**config.mk**
```make
export PLATFORM = sky130hd
export DESIGN_NAME = uart_adder_requester
export DESIGN_NICKNAME = d
export VERILOG_FILES = /design/src/rtl/uart_adder_requester.sv
export SDC_FILE = /design/constraint.sdc
export NUM_CORES = 1
export LEC_CHECK = 0
export ABC_AREA = 0
export ABC_CLOCK_PERIOD_IN_PS = 7800
export BUFFER_PORTS_ARGS = -buffer_cell sky130_fd_sc_hd__buf_2
export CAP_MARGIN = 10
export CELL_PAD_IN_SITES_DETAIL_PLACEMENT = 0
export CELL_PAD_IN_SITES_GLOBAL_PLACEMENT = 1
export CORE_MARGIN = 2
export CORE_UTILIZATION = 35
export DETAILED_ROUTE_END_ITERATION = 12
export GPL_ROUTABILITY_DRIVEN = 1
export GPL_TIMING_DRIVEN = 1
export PLACE_DENSITY_LB_ADDON = 0.1
export SLEW_MARGIN = 20
export SYNTH_ARGS = -nofsm -noshare
export SYNTH_HDL_FRONTEND = slang
export SYNTH_SLANG_ARGS = --single-unit
```
**constraint.sdc**
```tcl
create_clock -name hwclk -period 7.8 [get_ports hwclk]
set_input_delay 0.78 -clock hwclk [delete_from_list [all_inputs] [get_ports hwclk]]
set_output_delay 0.78 -clock hwclk [all_outputs]
set_load 0.1 [all_outputs]
```
**src/rtl/uart_adder_requester.sv**
```systemverilog
// Host-side UART adder requester: sends operands A,B (8N1), receives A,B,sum, checks them.
// Latency: done about 20*CLKS_PER_BIT+2 cycles after start plus reply time; timeout bounded by TIMEOUT_CLKS.
// Backpressure: none; start is ignored while busy, results hold until the next accepted start.
module uart_adder_requester #(
    parameter int          CLKS_PER_BIT = 1250,
    parameter logic [23:0] TIMEOUT_CLKS = 24'd1200000
) (
    input  logic       hwclk,
    input  logic       reset,
    input  logic       start,
    input  logic [7:0] op_a,
    input  logic [7:0] op_b,
    output logic       tx,
    input  logic       rx,
    output logic       busy,
    output logic       done,
    output logic       pass,
    output logic [1:0] err_code,
    output logic [7:0] rsp_a,
    output logic [7:0] rsp_b,
    output logic [7:0] rsp_sum
);

    localparam int            CW        = $clog2(CLKS_PER_BIT + 1);
    localparam logic [CW-1:0] BIT_LAST  = CW'(CLKS_PER_BIT - 1);
    localparam logic [CW-1:0] HALF_LAST = CW'(CLKS_PER_BIT / 2 - 1);

    typedef enum logic [2:0] {
        S_IDLE, S_SEND_A, S_SEND_B, S_RECV, S_CHECK, S_DONE
    } state_t;

    typedef enum logic [1:0] {
        R_HUNT, R_START, R_DATA, R_STOP
    } rx_phase_t;

    state_t      state;
    rx_phase_t   rx_phase;
    logic [7:0]  a_q;
    logic [7:0]  b_q;
    logic [7:0]  sum_exp;
    logic [8:0]  tx_shift;
    logic [7:0]  rx_shift;
    logic [3:0]  bit_idx;
    logic [1:0]  byte_idx;
    logic [CW-1:0] clk_cnt;
    logic [23:0] to_cnt;
    logic        rx_meta;
    logic        rx_s;
    logic        rx_prev;
    logic        rx_fall;
    logic        mismatch;

    // carry out of the operand sum is intentionally dropped
    assign sum_exp  = a_q + b_q;
    assign rx_fall  = rx_prev & ~rx_s;
    assign mismatch = (rsp_a != a_q) || (rsp_b != b_q) || (rsp_sum != sum_exp);

    // two-flop synchroniser plus one history flop for falling-edge detection
    always_ff @(posedge hwclk or posedge reset) begin
        if (reset) begin
            rx_meta <= 1'b1;
            rx_s    <= 1'b1;
            rx_prev <= 1'b1;
        end else begin
            rx_meta <= rx;
            rx_s    <= rx_meta;
            rx_prev <= rx_s;
        end
    end

    // transaction FSM: transmit both frames, receive three bytes, check, report
    always_ff @(posedge hwclk or posedge reset) begin
        if (reset) begin
            state    <= S_IDLE;
            rx_phase <= R_HUNT;
            a_q      <= 8'd0;
            b_q      <= 8'd0;
            tx_shift <= 9'h1ff;
            rx_shift <= 8'd0;
            bit_idx  <= 4'd0;
            byte_idx <= 2'd0;
            clk_cnt  <= '0;
            to_cnt   <= 24'd0;
            tx       <= 1'b1;
            busy     <= 1'b0;
            done     <= 1'b0;
            pass     <= 1'b0;
            err_code <= 2'b00;
            rsp_a    <= 8'd0;
            rsp_b    <= 8'd0;
            rsp_sum  <= 8'd0;
        end else begin
            done <= 1'b0;
            case (state)
                S_IDLE: begin
                    if (start) begin
                        a_q      <= op_a;
                        b_q      <= op_b;
                        rsp_a    <= 8'd0;
                        rsp_b    <= 8'd0;
                        rsp_sum  <= 8'd0;
                        pass     <= 1'b0;
                        err_code <= 2'b00;
                        busy     <= 1'b1;
                        tx       <= 1'b0;
                        tx_shift <= {1'b1, op_a};
                        bit_idx  <= 4'd0;
                        clk_cnt  <= '0;
                        state    <= S_SEND_A;
                    end
                end
                S_SEND_A, S_SEND_B: begin
                    if (clk_cnt == BIT_LAST) begin
                        clk_cnt <= '0;
                        if (bit_idx == 4'd9) begin
                            if (state == S_SEND_A) begin
                                // B starts immediately after A's stop bit
                                tx       <= 1'b0;
                                tx_shift <= {1'b1, b_q};
                                bit_idx  <= 4'd0;
                                state    <= S_SEND_B;
                            end else begin
                                tx       <= 1'b1;
                                rx_phase <= R_HUNT;
                                to_cnt   <= 24'd0;
                                byte_idx <= 2'd0;
                                state    <= S_RECV;
                            end
                        end else begin
                            tx       <= tx_shift[0];
                            tx_shift <= {1'b1, tx_shift[8:1]};
                            bit_idx  <= bit_idx + 4'd1;
                        end
                    end else begin
                        clk_cnt <= clk_cnt + 1'b1;
                    end
                end
                S_RECV: begin
                    case (rx_phase)
                        R_HUNT: begin
                            if (to_cnt >= TIMEOUT_CLKS - 24'd1) begin
                                err_code <= 2'b11;
                                busy     <= 1'b0;
                                done     <= 1'b1;
                                state    <= S_DONE;
                            end else begin
                                to_cnt <= to_cnt + 24'd1;
                                if (rx_fall) begin
                                    clk_cnt  <= '0;
                                    rx_phase <= R_START;
                                end
                            end
                        end
                        R_START: begin
                            // a rejected glitch must not reset the timeout window
                            to_cnt <= to_cnt + 24'd1;
                            if (clk_cnt == HALF_LAST) begin
                                clk_cnt <= '0;
                                if (rx_s) begin
                                    rx_phase <= R_HUNT;
                                end else begin
                                    bit_idx  <= 4'd0;
                                    rx_phase <= R_DATA;
                                end
                            end else begin
                                clk_cnt <= clk_cnt + 1'b1;
                            end
                        end
                        R_DATA: begin
                            if (clk_cnt == BIT_LAST) begin
                                clk_cnt  <= '0;
                                rx_shift <= {rx_s, rx_shift[7:1]};
                                if (bit_idx == 4'd7) begin
                                    rx_phase <= R_STOP;
                                end else begin
                                    bit_idx <= bit_idx + 4'd1;
                                end
                            end else begin
                                clk_cnt <= clk_cnt + 1'b1;
                            end
                        end
                        default: begin
                            if (clk_cnt == BIT_LAST) begin
                                clk_cnt <= '0;
                                if (!rx_s) begin
                                    err_code <= 2'b10;
                                    busy     <= 1'b0;
                                    done     <= 1'b1;
                                    state    <= S_DONE;
                                end else begin
                                    case (byte_idx)
                                        2'd0:    rsp_a   <= rx_shift;
                                        2'd1:    rsp_b   <= rx_shift;
                                        default: rsp_sum <= rx_shift;
                                    endcase
                                    to_cnt   <= 24'd0;
                                    rx_phase <= R_HUNT;
                                    if (byte_idx == 2'd2) begin
                                        state <= S_CHECK;
                                    end else begin
                                        byte_idx <= byte_idx + 2'd1;
                                    end
                                end
                            end else begin
                                clk_cnt <= clk_cnt + 1'b1;
                            end
                        end
                    endcase
                end
                S_CHECK: begin
                    err_code <= mismatch ? 2'b01 : 2'b00;
                    pass     <= ~mismatch;
                    busy     <= 1'b0;
                    done     <= 1'b1;
                    state    <= S_DONE;
                end
                default: begin
                    state <= S_IDLE;
                end
            endcase
        end
    end

endmodule

```
==> results of run 1 <==
critical path, stage by stage, from the launching register on:
cell and delay (ps):
dfrtp_1 770, and3b_1 670, nand2_1 660, or2_1 420, o21ba_2 550, nand4_1 160
o21ai_1 170
metrics by stage:
stage,hold slack [ps],total power [mW],std cells,util
floorplan,345,0.799,648,-
finish,364,1.34,915,0.401
global placement,347,0.848,898,0.382
global route,381,1.41,915,0.401
detailed placement,347,0.851,898,0.382
CTS,366,1.36,914,0.400
layout make-up:
| type | count | area, um2 |
|---|---|---|
| flip-flops and latches | 111 | 2790 |
| well taps | 229 | 287 |
| clock buffers | 9 | 225 |
| clock inverters | 7 | 87.6 |
| fillers | 1775 | 10800 |
| inverters | 18 | 70.1 |
| repair buffers | 52 | 272 |
| multi-input cells | 489 | 3520 |
registers in the layout, indices dropped and copies added (netlist names), 3 cells and up:
register and count:
a_q 8, b_q 8, bit_idx 4, clk_cnt 11, rsp_a 8, rsp_b 8, rsp_sum 8, rx_shift 8
state 3, to_cnt 24, tx_shift 8
routing by layer:
metal,vias up,global-route usage
met5,-,0
met4,0,0.0319
met3,8,0.0352
met2,55,0.257
met1,2517,0.273
li1,2434,-
power by group:
group | leakage [nW] | total [mW] | switching (mW) | internal, mW
Combinational | 1.64 | 0.175 | 0.0983 | 0.0767
Clock | 0.154 | 0.497 | 0.240 | 0.257
Sequential | 1.46 | 0.664 | 0.0505 | 0.614
Total | 3.26 | 1.34 | 0.389 | 0.948
worst min-delay path by stage:
stage            to  depth (start not counted)
3_5_place_dp   rx_s                          0
2_1_floorplan  rx_s                          0
3_3_place_gp   rx_s                          0
4_1_cts        rx_s                          0
5_1_grt        rx_s                          0
6_report       rx_s                          0
layout by cell type (no fill, tap or decap), types with 3 or more instances in the layout:
| cell type | instances |
|---|---|
| nor2_1 | 45 |
| o41ai_1 | 4 |
| or2_1 | 3 |
| dfrtp_1 | 99 |
| a21o_1 | 5 |
| mux2_2 | 23 |
| nand4_1 | 20 |
| and4_1 | 4 |
| and2_1 | 14 |
| o21ai_4 | 3 |
| o31ai_2 | 4 |
| o21ai_0 | 34 |
| clkbuf_16 | 9 |
| a211oi_1 | 7 |
| clkinv_4 | 3 |
| and3b_1 | 3 |
| nand2_1 | 49 |
| inv_1 | 17 |
| buf_2 | 49 |
| nor2b_1 | 6 |
| dfstp_2 | 12 |
| and3_1 | 16 |
| nand3_1 | 10 |
| mux2_4 | 24 |
| xor2_1 | 6 |
| a31oi_1 | 14 |
| nor3_1 | 10 |
| xnor2_1 | 26 |
| o31ai_1 | 11 |
| nand2b_1 | 6 |
| nor4_1 | 4 |
| o21ai_1 | 37 |
| or3_1 | 3 |
| ha_1 | 20 |
| a21oi_1 | 33 |
cell families (layout without fill, tap and decap cells):
group | count (synthesis) | after routing | synth area share
mux | 47 | 47 | 0.0952
buf+inv | 48 | 86 | 0.0317
fa+ha+maj | 21 | 21 | 0.0416
simple gates | 210 | 210 | 0.175
flops | 111 | 111 | 0.429
compound gates | 179 | 179 | 0.184
xor+xnor | 32 | 32 | 0.0431
==> impl_metrics.py, run 1 <==
metrics = {
    "run_status": {
        "outcome": "complete, no violations",
    },
    "detailed_routing": {
        "vias_per_cell": 5.48,
        "first_pass_iters": 4,
        "dr_total_vias": 5014,
        "ant_nets": 0,
        "top_layer": "met4",
        "met1Wirelength_mm": 8.91,
        "route.detailed.drc": 0,
        "wire_per_inst_um": 18.3,
        "drt_iter0_drc": 308,
        "met2WireLength_mm": 7.24,
        "wl_met3_um": 475,
        "wl_mm": 16.8,
    },
    "pwr": {
        "p_per_area_nw_per_um2": 184,
        "peakVddDrop_mv": 0.0956,
        "p_leak_nw": 3.26,
    },
    "final_layout": {
        "drive_gt1_frac": 0.220,
        "final_cell_area_um2": 7250,
        "fin_nets": 722,
        "n_antenna_cell": 0,
        "area_growth_pct": 11.5,
    },
    "sta": {
        "fin_ws_ps": 4320,
        "worstMarginPinSlew_ps": 894,
        "rsz0062_at_grt": "no",
        "fin_setup_tns_ps": 0,
        "fmax_ghz": 0.287,
        "fin_crit_sh": 0.446,
        "finalHoldViolations": 0,
        "drv_slew": 0,
        "min_period_ps": 3480,
        "max-slew-margin-rel": 0.404,
        "clock_skew_ps": 12.1,
        "setup_violations": 0,
    },
    "synth": {
        "yosysUniqueCellTypes": 71,
        "yosysTopAreaCellShare": 0.381,
        "mappedNetlistArea_um2": 6500,
        "synth_area_leaders": "dfrtp_1, mux2_4, dfstp_2",
        "synth_commonest_cells": "dfrtp_1, nand2_1, nor2_1",
        "synthFlopType": "dfrtp_1",
        "synth_seq_cells": 111,
        "ys_warn_count": 0,
        "yosys.area.top_type": "dfrtp_1",
        "yosysMostFrequentCell": "dfrtp_1",
        "postSynthAreaPerCell_um2": 10.0,
        "async_flop_share": 1.00,
        "ys_seq_area_frac": 0.429,
        "synth_edf_count": 0,
        "synth_nets": 689,
        "netlist_instances": 648,
    },
    "floorplanning": {
        "rows": 49,
        "core_area_um2": 18100,
        "die_w_um": 140,
        "start_util": 0.360,
        "die_h_um": 140,
        "die_area_um2": 19700,
        "io_pins": 50,
    },
    "min_path": {
        "hold_path.startpoint": "rx_meta",
        "holdCritPathClass": "reg2reg",
    },
    "critical_path": {
        "startpoint": "state[0]",
        "worstSetupStartpointType": "flop",
        "crit_end": "to_cnt[13]",
        "r2r-start": "state[0]",
        "endpoint_kind": "flop",
        "crit_type": "reg2reg",
        "reg2reg_depth": 6,
        "regToRegSetupSlack_ps": 4320,
        "cp_max_fo": 24,
        "arrival_ps": 3760,
        "required_ps": 8080,
        "worstReg2RegEnd": "to_cnt[13]",
    },
    "placed_design": {
        "hpwl_mm": 11.9,
        "placed_area_um2": 6910,
        "post-place-ws_ps": 4380,
        "io_buffers": 49,
        "gp_congestion": 0.832,
    },
    "clocking": {
        "clk_latency_ps": 360,
        "htreeDepth": 3,
        "clock-sinks": 111,
        "cts_tree": "yes",
        "cts_resized": 0,
        "hold_buffers": 0,
        "post_cts_buffers": 0,
        "cts_max_path_buffers": 2,
        "cts_root_buffer": "clkbuf_16",
        "path_clk_slew_ps": 80,
        "numCtsBuffers": 9,
    },
    "global_route": {
        "grt_pass1_wl_mm": 27.6,
        "overflow": 0,
        "grt_max_degree": 77,
        "first_global_vias": 4845,
        "grt_util_all_layers": 0.177,
        "antenna_found_initial": 0,
    },
    "flow_run": {
        "maxCapViolations": 0,
    },
}
Power figures use the tool's default switching activity.
==> run 2, diff against run 1 <==
--- a/config.mk
+++ b/config.mk
@@ -5,8 +5,8 @@
 export SDC_FILE = /design/constraint.sdc
 export NUM_CORES = 1
 export LEC_CHECK = 0
-export ABC_AREA = 0
-export ABC_CLOCK_PERIOD_IN_PS = 7800
+export ABC_AREA = 1
+export ABC_CLOCK_PERIOD_IN_PS = 3500
 export BUFFER_PORTS_ARGS = -buffer_cell sky130_fd_sc_hd__buf_2
 export CAP_MARGIN = 10
 export CELL_PAD_IN_SITES_DETAIL_PLACEMENT = 0
==> constraint.sdc (replaced) <==
create_clock -name hwclk -period 3.5 [get_ports hwclk]
set_input_delay 0.35 -clock hwclk [delete_from_list [all_inputs] [get_ports hwclk]]
set_output_delay 0.35 -clock hwclk [all_outputs]
set_load 0.1 [all_outputs]
==> run 2 against run 1 <==
  * Non-clock buffer count grew 6
  * Worst hold slack worse by 290 ps
  * First-iteration DRC count grew 17%
  * Sequential power increased to 2.9 times the previous value
  * Sequential cell count did not move
  * Critical path depth is 6 higher
  * Via count grew 22%
  * Highest routed layer unchanged
==> impl_metrics.py, run 2 <==
metrics = {
    "sta": {
        "clock_skew_ps": 12.2,
        "fin_setup_tns_ps": 0,
        "timing.hold.ws_ps": 79.0,
        "worstMarginPinSlew_ps": 723,
        "fin_crit_sh": 0.682,
        "drv_slew": 0,
        "fin_ws_ps": 1110,
        "fmax_ghz": 0.419,
        "setup_violations": 0,
        "max-slew-margin-rel": 0.518,
        "finalHoldViolations": 0,
        "min_period_ps": 2390,
        "rsz0062_at_grt": "no",
    },
    "pwr": {
        "p_per_area_nw_per_um2": 791,
        "peakVddDrop_mv": 0.329,
        "p_leak_nw": 3.67,
    },
    "floorplanning": {
        "die_area_um2": 21500,
        "core_area_um2": 20100,
        "start_util": 0.354,
        "die_w_um": 147,
        "die_h_um": 147,
        "io_pins": 50,
        "rows": 52,
    },
    "global_route": {
        "overflow": 0,
        "first_global_vias": 5942,
        "antenna_found_initial": 0,
        "grt_pass1_wl_mm": 32.7,
        "grt_util_all_layers": 0.192,
        "grt_max_degree": 76,
    },
    "synth": {
        "synth_nets": 984,
        "ys_seq_area_frac": 0.393,
        "synth_area_leaders": "dfrtp_1, nand2_1, inv_1",
        "postSynthAreaPerCell_um2": 7.54,
        "ys_warn_count": 0,
        "synth_commonest_cells": "nand2_1, dfrtp_1, inv_1",
        "yosysUniqueCellTypes": 50,
        "synth_edf_count": 0,
        "async_flop_share": 1.00,
        "yosysTopAreaCellShare": 0.349,
        "mappedNetlistArea_um2": 7110,
        "synthFlopType": "dfrtp_1",
        "yosysMostFrequentCell": "nand2_1",
        "yosys.area.top_type": "dfrtp_1",
        "synth_seq_cells": 111,
        "netlist_instances": 943,
    },
    "final_layout": {
        "n_antenna_cell": 0,
        "final_cells": 1261,
        "n_fill_cell": 2166,
        "final_util": 0.393,
        "layout_commonest_cell": "nand2_1",
        "top_register": "to_cnt",
        "top_regs": "to_cnt x24, clk_cnt x11",
        "area_growth_pct": 11.2,
        "fin_nets": 1027,
        "largest_register_ffs": 24,
        "layout_common_cells": "nand2_1, dfrtp_1, inv_1",
        "drive_gt1_frac": 0.174,
    },
    "detailed_routing": {
        "vias_per_cell": 4.83,
        "ant_nets": 0,
        "wl_mm": 19.7,
        "dr_total_vias": 6096,
        "drt_iter0_drc": 361,
        "first_pass_iters": 5,
        "route.detailed.drc": 0,
        "wire_per_inst_um": 15.6,
    },
    "critical_path": {
        "crit_type": "reg2reg",
        "required_ps": 3750,
        "arrival_ps": 2640,
        "worstSetupStartpointType": "flop",
        "reg2reg_depth": 12,
        "cp_max_fo": 15,
        "endpoint_kind": "flop",
    },
    "placed_design": {
        "hpwl_mm": 14.8,
        "dp.cells": 1245,
        "gp_congestion": 0.825,
        "post-place-ws_ps": 1120,
        "io_buffers": 49,
    },
    "clocking": {
        "hold_buffers": 0,
        "clock-sinks": 111,
        "htreeDepth": 3,
        "cts_tree": "yes",
        "cts_resized": 0,
        "cts_root_buffer": "clkbuf_16",
        "clk_latency_ps": 370,
        "path_clk_slew_ps": 80,
        "cts_max_path_buffers": 2,
        "post_cts_buffers": 0,
        "numCtsBuffers": 9,
    },
    "min_path": {
        "worstHoldPathCells": 1,
        "holdCritPathClass": "in2reg",
    },
    "flow_run": {
        "maxCapViolations": 0,
    },
    "run_status": {
        "outcome": "complete, no violations",
    },
}
==> run 2: per-layer routing <==
metal / up-vias / global-route usage / share of wire
met5: - / 0 / 0
met4: 0 / 0.0427 / 0.014
met3: 16 / 0.0306 / 0.033
met2: 88 / 0.285 / 0.42
met1: 2841 / 0.293 / 0.53
li1: 3151 / - / -
==> run 2: critical path, stage by stage (launching register included) <==
cell	delay [ps]
dfrtp_1	480
ha_1	280
nand2_2	120
nor3_4	290
nand2_1	160
nand2_1	110
nand3_2	90
nand2_2	100
nand2_2	100
nand2_4	160
inv_2	150
o21ai_0	130
o21ai_2	70
==> run 2: path summary, 6_finish.rpt <==
| kind | start | end | slack (ps) |
|---|---|---|---|
| min in group asynchronous | reset | to_cnt[21] | 90 |
| hold / removal | rx | rx_meta | 80 |
| hold reg to reg | rx_meta | rx_s | 360 |
| setup reg to reg | to_cnt[0] | clk_cnt[3] | 1110 |
| max in group asynchronous | reset | rsp_a[3] | 2660 |
| setup / recovery | to_cnt[0] | clk_cnt[3] | 1110 |
==> run 2: final cells by class <==
cell class	count	area, um2	share of cell area
Inverter	99	377	0.0477
Clock buffer	9	225	0.0285
Multi-Input combinational cell	707	3780	0.478
Timing Repair Buffer	58	325	0.0412
Clock inverter	7	66.3	0.00839
Sequential cell	111	2790	0.353
Tap cell	270	338	0.0427
==> run 2: power breakdown <==
part	leakage (nW)	switching [mW]	internal [mW]
combinational	2.07	2.31	0.961
sequential	1.46	0.335	1.60
clock	0.141	0.549	0.501
total	3.67	3.19	3.06
==> run 2: metrics by stage <==
stage	instance area [um2]	power, mW
after floorplan	7110	4.52
after global placement	7610	5.25
after detailed placement	7610	5.23
after CTS	7900	6.31
after global routing	7900	6.79
final	7900	6.25
==> run 2: logic make-up after synthesis <==
family	after synthesis	synth area share
buf+inv	125	0.0755
fa+ha+maj	21	0.0380
flops	111	0.393
simple gates	514	0.326
xor+xnor	32	0.0394
compound gates	140	0.129
